[config.mk]
export PLATFORM = sky130hd
export DESIGN_NAME = onehot_decoder
export DESIGN_NICKNAME = d
export VERILOG_FILES = /design/src/rtl/onehot_decoder.sv
export SDC_FILE = /design/constraint.sdc
export NUM_CORES = 1
export LEC_CHECK = 0
export ABC_AREA = 1
export ABC_CLOCK_PERIOD_IN_PS = 1650
export CELL_PAD_IN_SITES_DETAIL_PLACEMENT = 0
export CELL_PAD_IN_SITES_GLOBAL_PLACEMENT = 1
export CORE_ASPECT_RATIO = 0.75
export CORE_MARGIN = 5
export CORE_UTILIZATION = 34
export DETAILED_ROUTE_END_ITERATION = 10
export PLACE_DENSITY = 0.76
export SLEW_MARGIN = 5
export SYNTH_ARGS = -nofsm -noshare
export SYNTH_HDL_FRONTEND = slang
export SYNTH_SLANG_ARGS = --single-unit
[constraint.sdc]
create_clock -name clk -period 1.65 [get_ports clk]
set_input_delay 0.4125 -clock clk [delete_from_list [all_inputs] [get_ports clk]]
set_output_delay 0.4125 -clock clk [all_outputs]
set_load 0.1 [all_outputs]
[src/rtl/onehot_decoder.sv]
// onehot_decoder: registered 3-bit symbol {d2,d1,d0} to 4-bit one-hot decoder with idle gap and saturating stats
// Ports: clk, rst_n (sync active-low); in_valid/in_ready/d0/d1/d2 symbol input;
//        y/y_valid/y_ready one-hot output; sym_cnt/null_cnt saturating statistics.
// Option: ONEHOT_DECODER_NULL_FWD_EN forwards null symbols as y = 0000.
module onehot_decoder #(
  parameter int GAP_CYCLES = 2,
  parameter int CNT_W = 8
) (
  input  logic             clk,
  input  logic             rst_n,
  input  logic             in_valid,
  output logic             in_ready,
  input  logic             d0,
  input  logic             d1,
  input  logic             d2,
  output logic [3:0]       y,
  output logic             y_valid,
  input  logic             y_ready,
  output logic [CNT_W-1:0] sym_cnt,
  output logic [CNT_W-1:0] null_cnt
);
  localparam int GW = (GAP_CYCLES > 1) ? $clog2(GAP_CYCLES) : 1;
  localparam logic [GW-1:0] GAP_LOAD = GW'((GAP_CYCLES > 0) ? GAP_CYCLES - 1 : 0);
  typedef enum logic [1:0] {IDLE, OUT, GAP} state_t;
  state_t r_state;
  logic [GW-1:0] r_gap;
  logic w_in_xfer, w_out_xfer;
  assign in_ready = (r_state == IDLE);
  assign w_in_xfer = in_valid && in_ready;
  assign w_out_xfer = y_valid && y_ready;
  always_ff @(posedge clk) begin
    if (!rst_n) begin
      r_state <= IDLE;
      r_gap <= '0;
      y <= 4'b0000;
      y_valid <= 1'b0;
      sym_cnt <= '0;
      null_cnt <= '0;
    end else begin
      case (r_state)
        IDLE: if (w_in_xfer) begin
          if (d2) begin
            y <= 4'b0001 << {d1, d0};
            y_valid <= 1'b1;
            r_state <= OUT;
          end else begin
            if (~&null_cnt) null_cnt <= null_cnt + 1'b1;
`ifdef ONEHOT_DECODER_NULL_FWD_EN
            y <= 4'b0000;
            y_valid <= 1'b1;
            r_state <= OUT;
`endif
          end
        end
        OUT: if (w_out_xfer) begin
          // only active symbols carry a nonzero word, so forwarded nulls are not counted
          if ((|y) && (~&sym_cnt)) sym_cnt <= sym_cnt + 1'b1;
          y <= 4'b0000;
          y_valid <= 1'b0;
          r_gap <= GAP_LOAD;
          r_state <= (GAP_CYCLES > 0) ? GAP : IDLE;
        end
        GAP: if (r_gap == '0) r_state <= IDLE; else r_gap <= r_gap - 1'b1;
        default: r_state <= IDLE;
      endcase
    end
  end
endmodule

==> out/results.md, run 1 <==
| Item | Value | Unit |
|:---|:---|:---|
| Transition time of the tightest slew-check pin | 0.280 | ns |
| Share of the clock period used by the worst path | 86.3 | % |
| Share of the core filled with cells in the final layout | 53.9 | % |
| Via count of the first global-routing pass | 1,181 | - |
| Capture endpoint of the worst hold path | r_gap | - |
| XOR/XNOR Fraction of Synth Area | 2.02 | % |
| Basic-gate share of the synthesized area counting and, or, nand and nor cells | 42.1 | % |
| Number of flip-flops and latches in the synthesized netlist | 24 | - |
| Delay-heaviest family, CP | simple AND/OR/NAND/NOR gates | - |
| Startpoint type of the worst setup path | register | - |
| Vias per inst | 4.63 | - |
| Area share of the largest cell type after synthesis | 36.9 | % |
| Number of buffer and inverter instances along the worst setup path | 1 | - |
| Max Cap Violations | 0 | - |
| Post-CTS sizing | 0 | - |
| Worst path setup slack after routing | 0.226 | ns |
| Worst setup path class | reg2reg | - |
| Number of input and output port buffers inserted | 28 | - |
| Remaining max-slew budget at the tightest pin | 81.3 | % |
| Crit path max-delay cell type | sky130_fd_sc_hd__dfxtp_4 | - |
| Combinational family with the most area after synthesis | simple AND/OR/NAND/NOR gates | - |
| Count of cells along the worst register-to-register path | 7 | - |
| Worst Path Max Fanout | 8 | - |
| Filler cell count | 338 | - |
| Count of antenna diodes in the layout | 0 | - |
| Prevailing post-synth register cell | sky130_fd_sc_hd__dfxtp_1 | - |
| Final number of max-transition violations | 0 | - |
| Buffer depth of the longest clock path | 2 | - |
| Final-report setup violation count | 0 | - |
| Capture instance of the worst register-to-register path | null_cnt[3] | - |
| DRC errors left | 0 | - |
| CP peak stage delay | 0.38 | ns |
| Required time reported for the critical path endpoint | 1.81 | ns |
| Cell type contributing the most total cell area after synthesis | sky130_fd_sc_hd__dfxtp_1 | - |
| Start point of the critical path | null_cnt[0] | - |
| Number of buffers inserted during clock tree synthesis | 3 | - |
| Warnings, synthesis | 0 | - |
| Register area | 517 | sq um |
| Per-cell routed wire length | 11.7 | microns |
| Reg2reg setup slack | 0.23 | ns |
| Number of antenna violations at the first check in global routing | 0 | - |
| Largest net degree at the start of global routing | 18 | - |
| Area of the die | 5180 | sq um |
| CTS clk-pin slew, worst paths | 0.08 | ns |
| Mux contribution to synthesized area | 0 | % |
| WP data arrival | 1.58 | ns |
| Post-Synthesis Net Count | 201 | - |
| Crit-path cells | ha_1, nand3_1, inv_1, nand2_2, nand2_4, o21ai_0, nor2_1 | - |
| Number of sinks handled by clock tree synthesis | 24 | - |
| Share of synthesized flip-flops with an asynchronous set or reset | 0 | % |
| Worst hold slack | 0.481 | ns |
| Gate count after technology mapping | 192 | - |
| Grt ovf | 0 | - |
| Final Wtd Congestion | 0.759 | - |
| Synthesized-area fraction occupied by ao, oa, aoi and oai cells | 9.89 | % |
| Min Clock Period, post-route | 1.42 | ns |
| Cell at the root of the clock tree | sky130_fd_sc_hd__clkbuf_8 | - |
| Power density over the cells | 577 | nW/um^2 |
| Met2 layer wire length in the routed design | 1430 | microns |
| Fraction of layout cells with a size suffix above 1 | 29.1 | % |
| Number of setup buffers added after CTS | 0 | - |
| Share of the yosys chip area belonging to registers | 36.9 | % |
| TritonCTS clock tree | built | - |
| Final count of hold timing violations | 0 | - |
| First-pass GRT wire length | 5510 | microns |
| Number of synthesized flops with an enable pin | 0 | - |
| Core region area | 3680 | sq um |
| Run status | completed | - |
| Total met3 wirelength after detailed routing | 214 | microns |
| Chip height | 63.6 | microns |
| Most common cell after layout, fill and taps aside | sky130_fd_sc_hd__nand2_1 | - |
| Aggregate routed wire length | 3270 | microns |
| Area of the mapped netlist | 1300 | sq um |
| Total of hold buffers inserted after clock tree synthesis | 0 | - |
| Area occupied by multi-input gates | 733 | sq um |
| TritonRoute pass-1 iters | 4 | - |
| Site Rows | 19 | - |
| Worst R2R Start | null_cnt[0] | - |
| Worst-case clock skew | 0.00307 | ns |
| Setup repair after global routing missed its margin | false | - |
| Largest cells by area after synthesis | sky130_fd_sc_hd__dfxtp_1 (37%), sky130_fd_sc_hd__nand2_1 (14%), sky130_fd_sc_hd__nand3_1 (7.7%), sky130_fd_sc_hd__nor2_1 (7.5%), sky130_fd_sc_hd__a21oi_1 (6.9%) | - |
| Wl on met1 | 1610 | microns |
| Maximum resistive drop on vdd | 0.323 | mV |
| Count of cell types in the netlist | 21 | - |
| Number of nets in the final layout | 238 | - |
| Synthesized area per cell | 6.78 | sq um |
| GRT Resource Usage Total | 13.5 | % |
| Adder and majority cell fraction of the synthesized area | 1.92 | % |
| Leakage Power | 0.793 | nW |
| Top Ports | 29 | - |
| Hold wc startpoint | r_gap | - |
| Starting density of the core | 35.3 | % |
| Count of vias placed by the detailed router | 1,291 | - |
| Highest Signal Layer | met4 | - |
| Number of cells on the worst hold path | 2 | - |
| Count of nets left with antenna violations after detail routing | 0 | - |
| Crit. End Element | register | - |
| Clock latency at the later pin of the worst-skew pair | 0.26 | ns |
| Pre-CTS worst setup slack | -0.0580 | ns |
| Maximum level of the CTS H-tree | 1 | - |
| Type of the tightest min-delay check | reg2reg | - |
| Drt first-iter violations | 62 | - |
| Layout-stage area growth over the synthesis result | 52.4 | % |
| Achievable clock frequency | 702 | MHz |
| Most frequent cells in the layout | sky130_fd_sc_hd__nand2_1 (47), sky130_fd_sc_hd__nor2_1 (26), sky130_fd_sc_hd__inv_1 (23) | - |
| Detailed placer's ending HPWL | 2610 | microns |
| Width of the die | 81.5 | microns |
## stage by stage
step	cells	area, sq um	power (mW)	TNS [ns]
floorplan	192	1340	0.734	0
global placement	276	1940	0.816	-0.0282
detailed placement	276	1940	0.819	-0.187
CTS	279	1980	1.16	0
global route	279	1980	1.20	0
finish	279	1980	1.15	0
## worst register-to-register path, cell delays in order, from the launching register on
cell and delay (ns):
sky130_fd_sc_hd__dfxtp_4 0.38, sky130_fd_sc_hd__ha_1 0.22, sky130_fd_sc_hd__nand3_1 0.15, sky130_fd_sc_hd__inv_1 0.07
sky130_fd_sc_hd__nand2_2 0.17, sky130_fd_sc_hd__nand2_4 0.11, sky130_fd_sc_hd__o21ai_0 0.16, sky130_fd_sc_hd__nor2_1 0.06
## worst max-delay path by stage
stage / to / slack, ns / cells after the start
finish: null_cnt[3] / 0.23 / 7
global placement: sym_cnt[7] / -0.01 / 8
CTS: sym_cnt[6] / 0.22 / 8
global route: null_cnt[5] / 0.07 / 8
floorplan: null_cnt[3] / 0.006 / 6
detailed placement: sym_cnt[6] / -0.06 / 8
## state kept, by name, summed over array words and instances, names as in the netlist
| signal | cells |
|---|---|
| sym_cnt | 8 |
| r_gap | 1 |
| y | 4 |
| r_state | 2 |
| null_cnt | 8 |
| y_valid | 1 |
## area by class of cell
type / instances / area share [%]
tap: 52 / 3.28
clock buffer: 3 / 2.08
inverter: 24 / 4.54
sequential: 24 / 26.0
timing repair buffer: 33 / 27.1
multi-input combinational: 143 / 36.9
## Yosys cell counts (all sizes together) (2+ instances only)
library cell / n
nand2: 53
nor2: 33
dfxtp: 24
inv: 23
nand3: 20
a21oi: 18
o21ai: 7
nand3b: 3
nand4: 3
xor2: 3
ha: 2
## cell families after synthesis
kind of cell | after synthesis
simple gates | 113
compound gates | 25
buf+inv | 25
flops | 24
xor+xnor | 3
fa+ha+maj | 2
## report_power, final
group / switching, mW / internal (mW) / total [mW]
clock network: 0.177 / 0.163 / 0.341
registers: 0.0159 / 0.585 / 0.601
logic: 0.130 / 0.0739 / 0.204
## metal layers
| metal | vias to the layer above | GRT usage (%) |
|---|---|---|
| li1 | 685 | - |
| met1 | 572 | 18.3 |
| met2 | 29 | 20.2 |
| met3 | 5 | 4.84 |
| met4 | 0 | 2.74 |
| met5 | - | 0 |
(Power assumes the default switching activity.)
==> inputs of run 2 (changes only) <==
Settings changed: SLEW_MARGIN 5 to 40.
==> results of run 2 <==
Same layout as run 1: the final DEF is identical, and so are final timing and power.
==> inputs of run 3 (changes only) <==
Settings changed: CORE_ASPECT_RATIO 0.75 to not set.
==> run 3 against run 2 <==
Net effect:
- combinational power is essentially flat
- power grew 5.2%
- cell count shrank 0.72%
==> out/results.md, run 3 (same netlist as run 1, synthesis figures left out) <==
| Item | Value | Unit | Delta |
|:---|:---|:---|:---|
| Layout-stage area growth over the synthesis result | 53.6 | % | was 52.4% |
| Number of sinks handled by clock tree synthesis | 24 | - | unchanged |
| Count of cells along the worst register-to-register path | 7 | - | unchanged |
| Number of antenna violations at the first check in global routing | 0 | - | unchanged |
| Final Wtd Congestion | 0.813 | - | was 0.759 |
| Power density over the cells | 602 | nW/um^2 | was 577 nW/um^2 |
| TritonCTS clock tree | built | - | unchanged |
| TritonRoute pass-1 iters | 4 | - | unchanged |
| Final number of max-transition violations | 0 | - | unchanged |
| Fraction of layout cells with a size suffix above 1 | 29.7 | % | was 29.1% |
| Worst-case clock skew | 0.00191 | ns | was 0.00307 ns |
| Maximum resistive drop on vdd | 0.287 | mV | was 0.323 mV |
| Leakage Power | 0.805 | nW | was 0.793 nW |
| First-pass GRT wire length | 6000 | microns | was 5510 microns |
| Transition time of the tightest slew-check pin | 0.259 | ns | was 0.280 ns |
| Number of buffers inserted during clock tree synthesis | 3 | - | unchanged |
| Post-CTS sizing | 0 | - | unchanged |
| Crit path max-delay cell type | sky130_fd_sc_hd__clkdlybuf4s50_1 | - | was sky130_fd_sc_hd__dfxtp_4 |
| Area of the die | 5170 | sq um | was 5180 sq um |
| GR met2 Demand/Resource | 24.6 | % | was 20.2% |
| CTS clk-pin slew, worst paths | 0.08 | ns | about the same |
| Buffer depth of the longest clock path | 2 | - | unchanged |
| Count of antenna diodes in the layout | 0 | - | unchanged |
| Core region area | 3690 | sq um | was 3680 sq um |
| Final-report setup violation count | 0 | - | unchanged |
| Top Ports | 29 | - | unchanged |
| Grt ovf | 0 | - | unchanged |
| Worst setup path end | sym_cnt[0] | - | was null_cnt[3] |
| Achievable clock frequency | 701 | MHz | was 702 MHz |
| Share of the core filled with cells in the final layout | 54.2 | % | was 53.9% |
| Min Clock Period, post-route | 1.43 | ns | was 1.42 ns |
| Starting density of the core | 35.3 | % | about the same |
| Delay-heaviest family, CP | buffers and inverters | - | was simple AND/OR/NAND/NOR gates |
| Most common cell after layout, fill and taps aside | sky130_fd_sc_hd__nand2_1 | - | unchanged |
| Detailed placer's ending HPWL | 2670 | microns | was 2610 microns |
| Cell at the root of the clock tree | sky130_fd_sc_hd__clkbuf_8 | - | unchanged |
| Setup repair after global routing missed its margin | false | - | unchanged |
| Chip height | 71.9 | microns | was 63.6 microns |
| Start point of the critical path | y_ready | - | was null_cnt[0] |
| Per-cell routed wire length | 12.2 | microns | was 11.7 microns |
| Aggregate routed wire length | 3370 | microns | was 3270 microns |
| Most frequent cells in the layout | sky130_fd_sc_hd__nand2_1 (47), sky130_fd_sc_hd__nor2_1 (26), sky130_fd_sc_hd__inv_1 (23) | - | unchanged |
| Count of nets left with antenna violations after detail routing | 0 | - | unchanged |
| Crit. path cell count | 8 | - | was 7 |
| Run status | completed | - | unchanged |
| CP peak stage delay | 0.46 | ns | was 0.38 ns |
| Type of the tightest min-delay check | reg2reg | - | unchanged |
| Remaining max-slew budget at the tightest pin | 82.6 | % | was 81.3% |
| Number of input and output port buffers inserted | 28 | - | unchanged |
| Worst Path Max Fanout | 8 | - | unchanged |
| Worst hold slack | 0.489 | ns | was 0.481 ns |
| Largest net degree at the start of global routing | 18 | - | unchanged |
| Width of the die | 71.9 | microns | was 81.5 microns |
| Vias per inst | 4.73 | - | was 4.63 |
| Met1 usage in global routing | 18.1 | % | was 18.3% |
| Peak-usage layer in the global routing report | met2 | - | unchanged |
| Accumulated negative setup slack | 0 | ns | unchanged |
| Number of nets in the final layout | 239 | - | was 238 |
| WP data arrival | 1.59 | ns | was 1.58 ns |
| Number of buffer and inverter instances along the worst setup path | 2 | - | was 1 |
| Drt first-iter violations | 52 | - | was 62 |
| Capture instance of the worst register-to-register path | sym_cnt[7] | - | was null_cnt[3] |
| Site Rows | 22 | - | was 19 |
| Registers with the most flip-flops | null_cnt (8), sym_cnt (8), y (4) | - | unchanged |
| Share of the clock period used by the worst path | 86.5 | % | was 86.3% |
| Clock latency at the later pin of the worst-skew pair | 0.26 | ns | about the same |
| GRT Resource Usage Total | 14.3 | % | was 13.5% |
| Count of vias placed by the detailed router | 1,310 | - | was 1,291 |
| Final count of hold timing violations | 0 | - | unchanged |
| Number of setup buffers added after CTS | 0 | - | unchanged |
| Reg2reg setup slack | 0.23 | ns | about the same |
| Total of hold buffers inserted after clock tree synthesis | 0 | - | unchanged |
| Via count of the first global-routing pass | 1,278 | - | was 1,181 |
| Filler cell count | 371 | - | was 338 |
| Worst R2R Start | sym_cnt[0] | - | was null_cnt[0] |
| Cell total after placement | 273 | - | was 276 |
| Number of non-filler instances in the completed layout | 277 | - | was 279 |
| DRC errors left | 0 | - | unchanged |
| Required time reported for the critical path endpoint | 1.81 | ns | about the same |
| Crit. End Element | register | - | unchanged |
| Crit-path cells | clkdlybuf4s50_1, nand2_1, inv_1, nand2_2, nor2_4, nand2_4, o21ai_0, nor2_1 | - | was ha_1, nand3_1, inv_1, nand2_2, nand2_4, o21ai_0, nor2_1 |
| Worst setup path class | in2reg | - | was reg2reg |
| Max Cap Violations | 0 | - | unchanged |
| GR Layer Usage met3 | 2.63 | % | was 4.84% |
| Maximum level of the CTS H-tree | 1 | - | unchanged |
| Startpoint type of the worst setup path | primary input | - | was register |
run 3: changes by cell type in the layout (fill, tap and decap cells not counted):
cell / before / now
sky130_fd_sc_hd__buf_4: 5 / 6
sky130_fd_sc_hd__clkbuf_8: 3 / 4
run 3: layout make-up:
class	instances	area, sq um	area share (%)
Clock buffer	4	55.1	2.75
Multi-Input combinational cell	143	733	36.6
Sequential cell	24	517	25.8
Timing Repair Buffer	34	546	27.3
Tap cell	48	60.1	3.00
Inverter	24	90.1	4.50
run 3: per-stage QoR:
stage	setup WS [ns]	area (sq um)	power (mW)
CTS	0.217	2000	1.23
global placement	-0.00482	1950	0.818
finish	0.223	2000	1.20
global route	0.0515	2000	1.27
floorplan	0.00559	1340	0.734
detailed placement	-0.0653	1950	0.823
run 3: worst min path at each step:
stage / from / cells past startpoint / slack [ns] / to
3_5_place_dp: r_gap / 2 / 0.48 / r_gap
2_1_floorplan: r_gap / 2 / 0.45 / r_gap
3_3_place_gp: r_gap / 2 / 0.46 / r_gap
4_1_cts: r_gap / 2 / 0.49 / r_gap
5_1_grt: y[2] / 2 / 0.52 / y[2]
6_report: r_gap / 2 / 0.49 / r_gap
run 3: layer usage:
layer  wire, microns  share of wire [%]
met2            1680                 50
met1            1540                 46
met4              27               0.80
met5               0                  0
met3             118                3.5
run 3: tightest hold or removal path, stage by stage, from the launching register on:
cell and delay [ns]:
sky130_fd_sc_hd__dfxtp_1 0.32, sky130_fd_sc_hd__o21ai_0 0.07, sky130_fd_sc_hd__a21oi_1 0.06
run 3: report_power, final:
group / switching [mW] / internal [mW]
clock network: 0.185 / 0.213
registers: 0.0163 / 0.585
logic: 0.130 / 0.0757
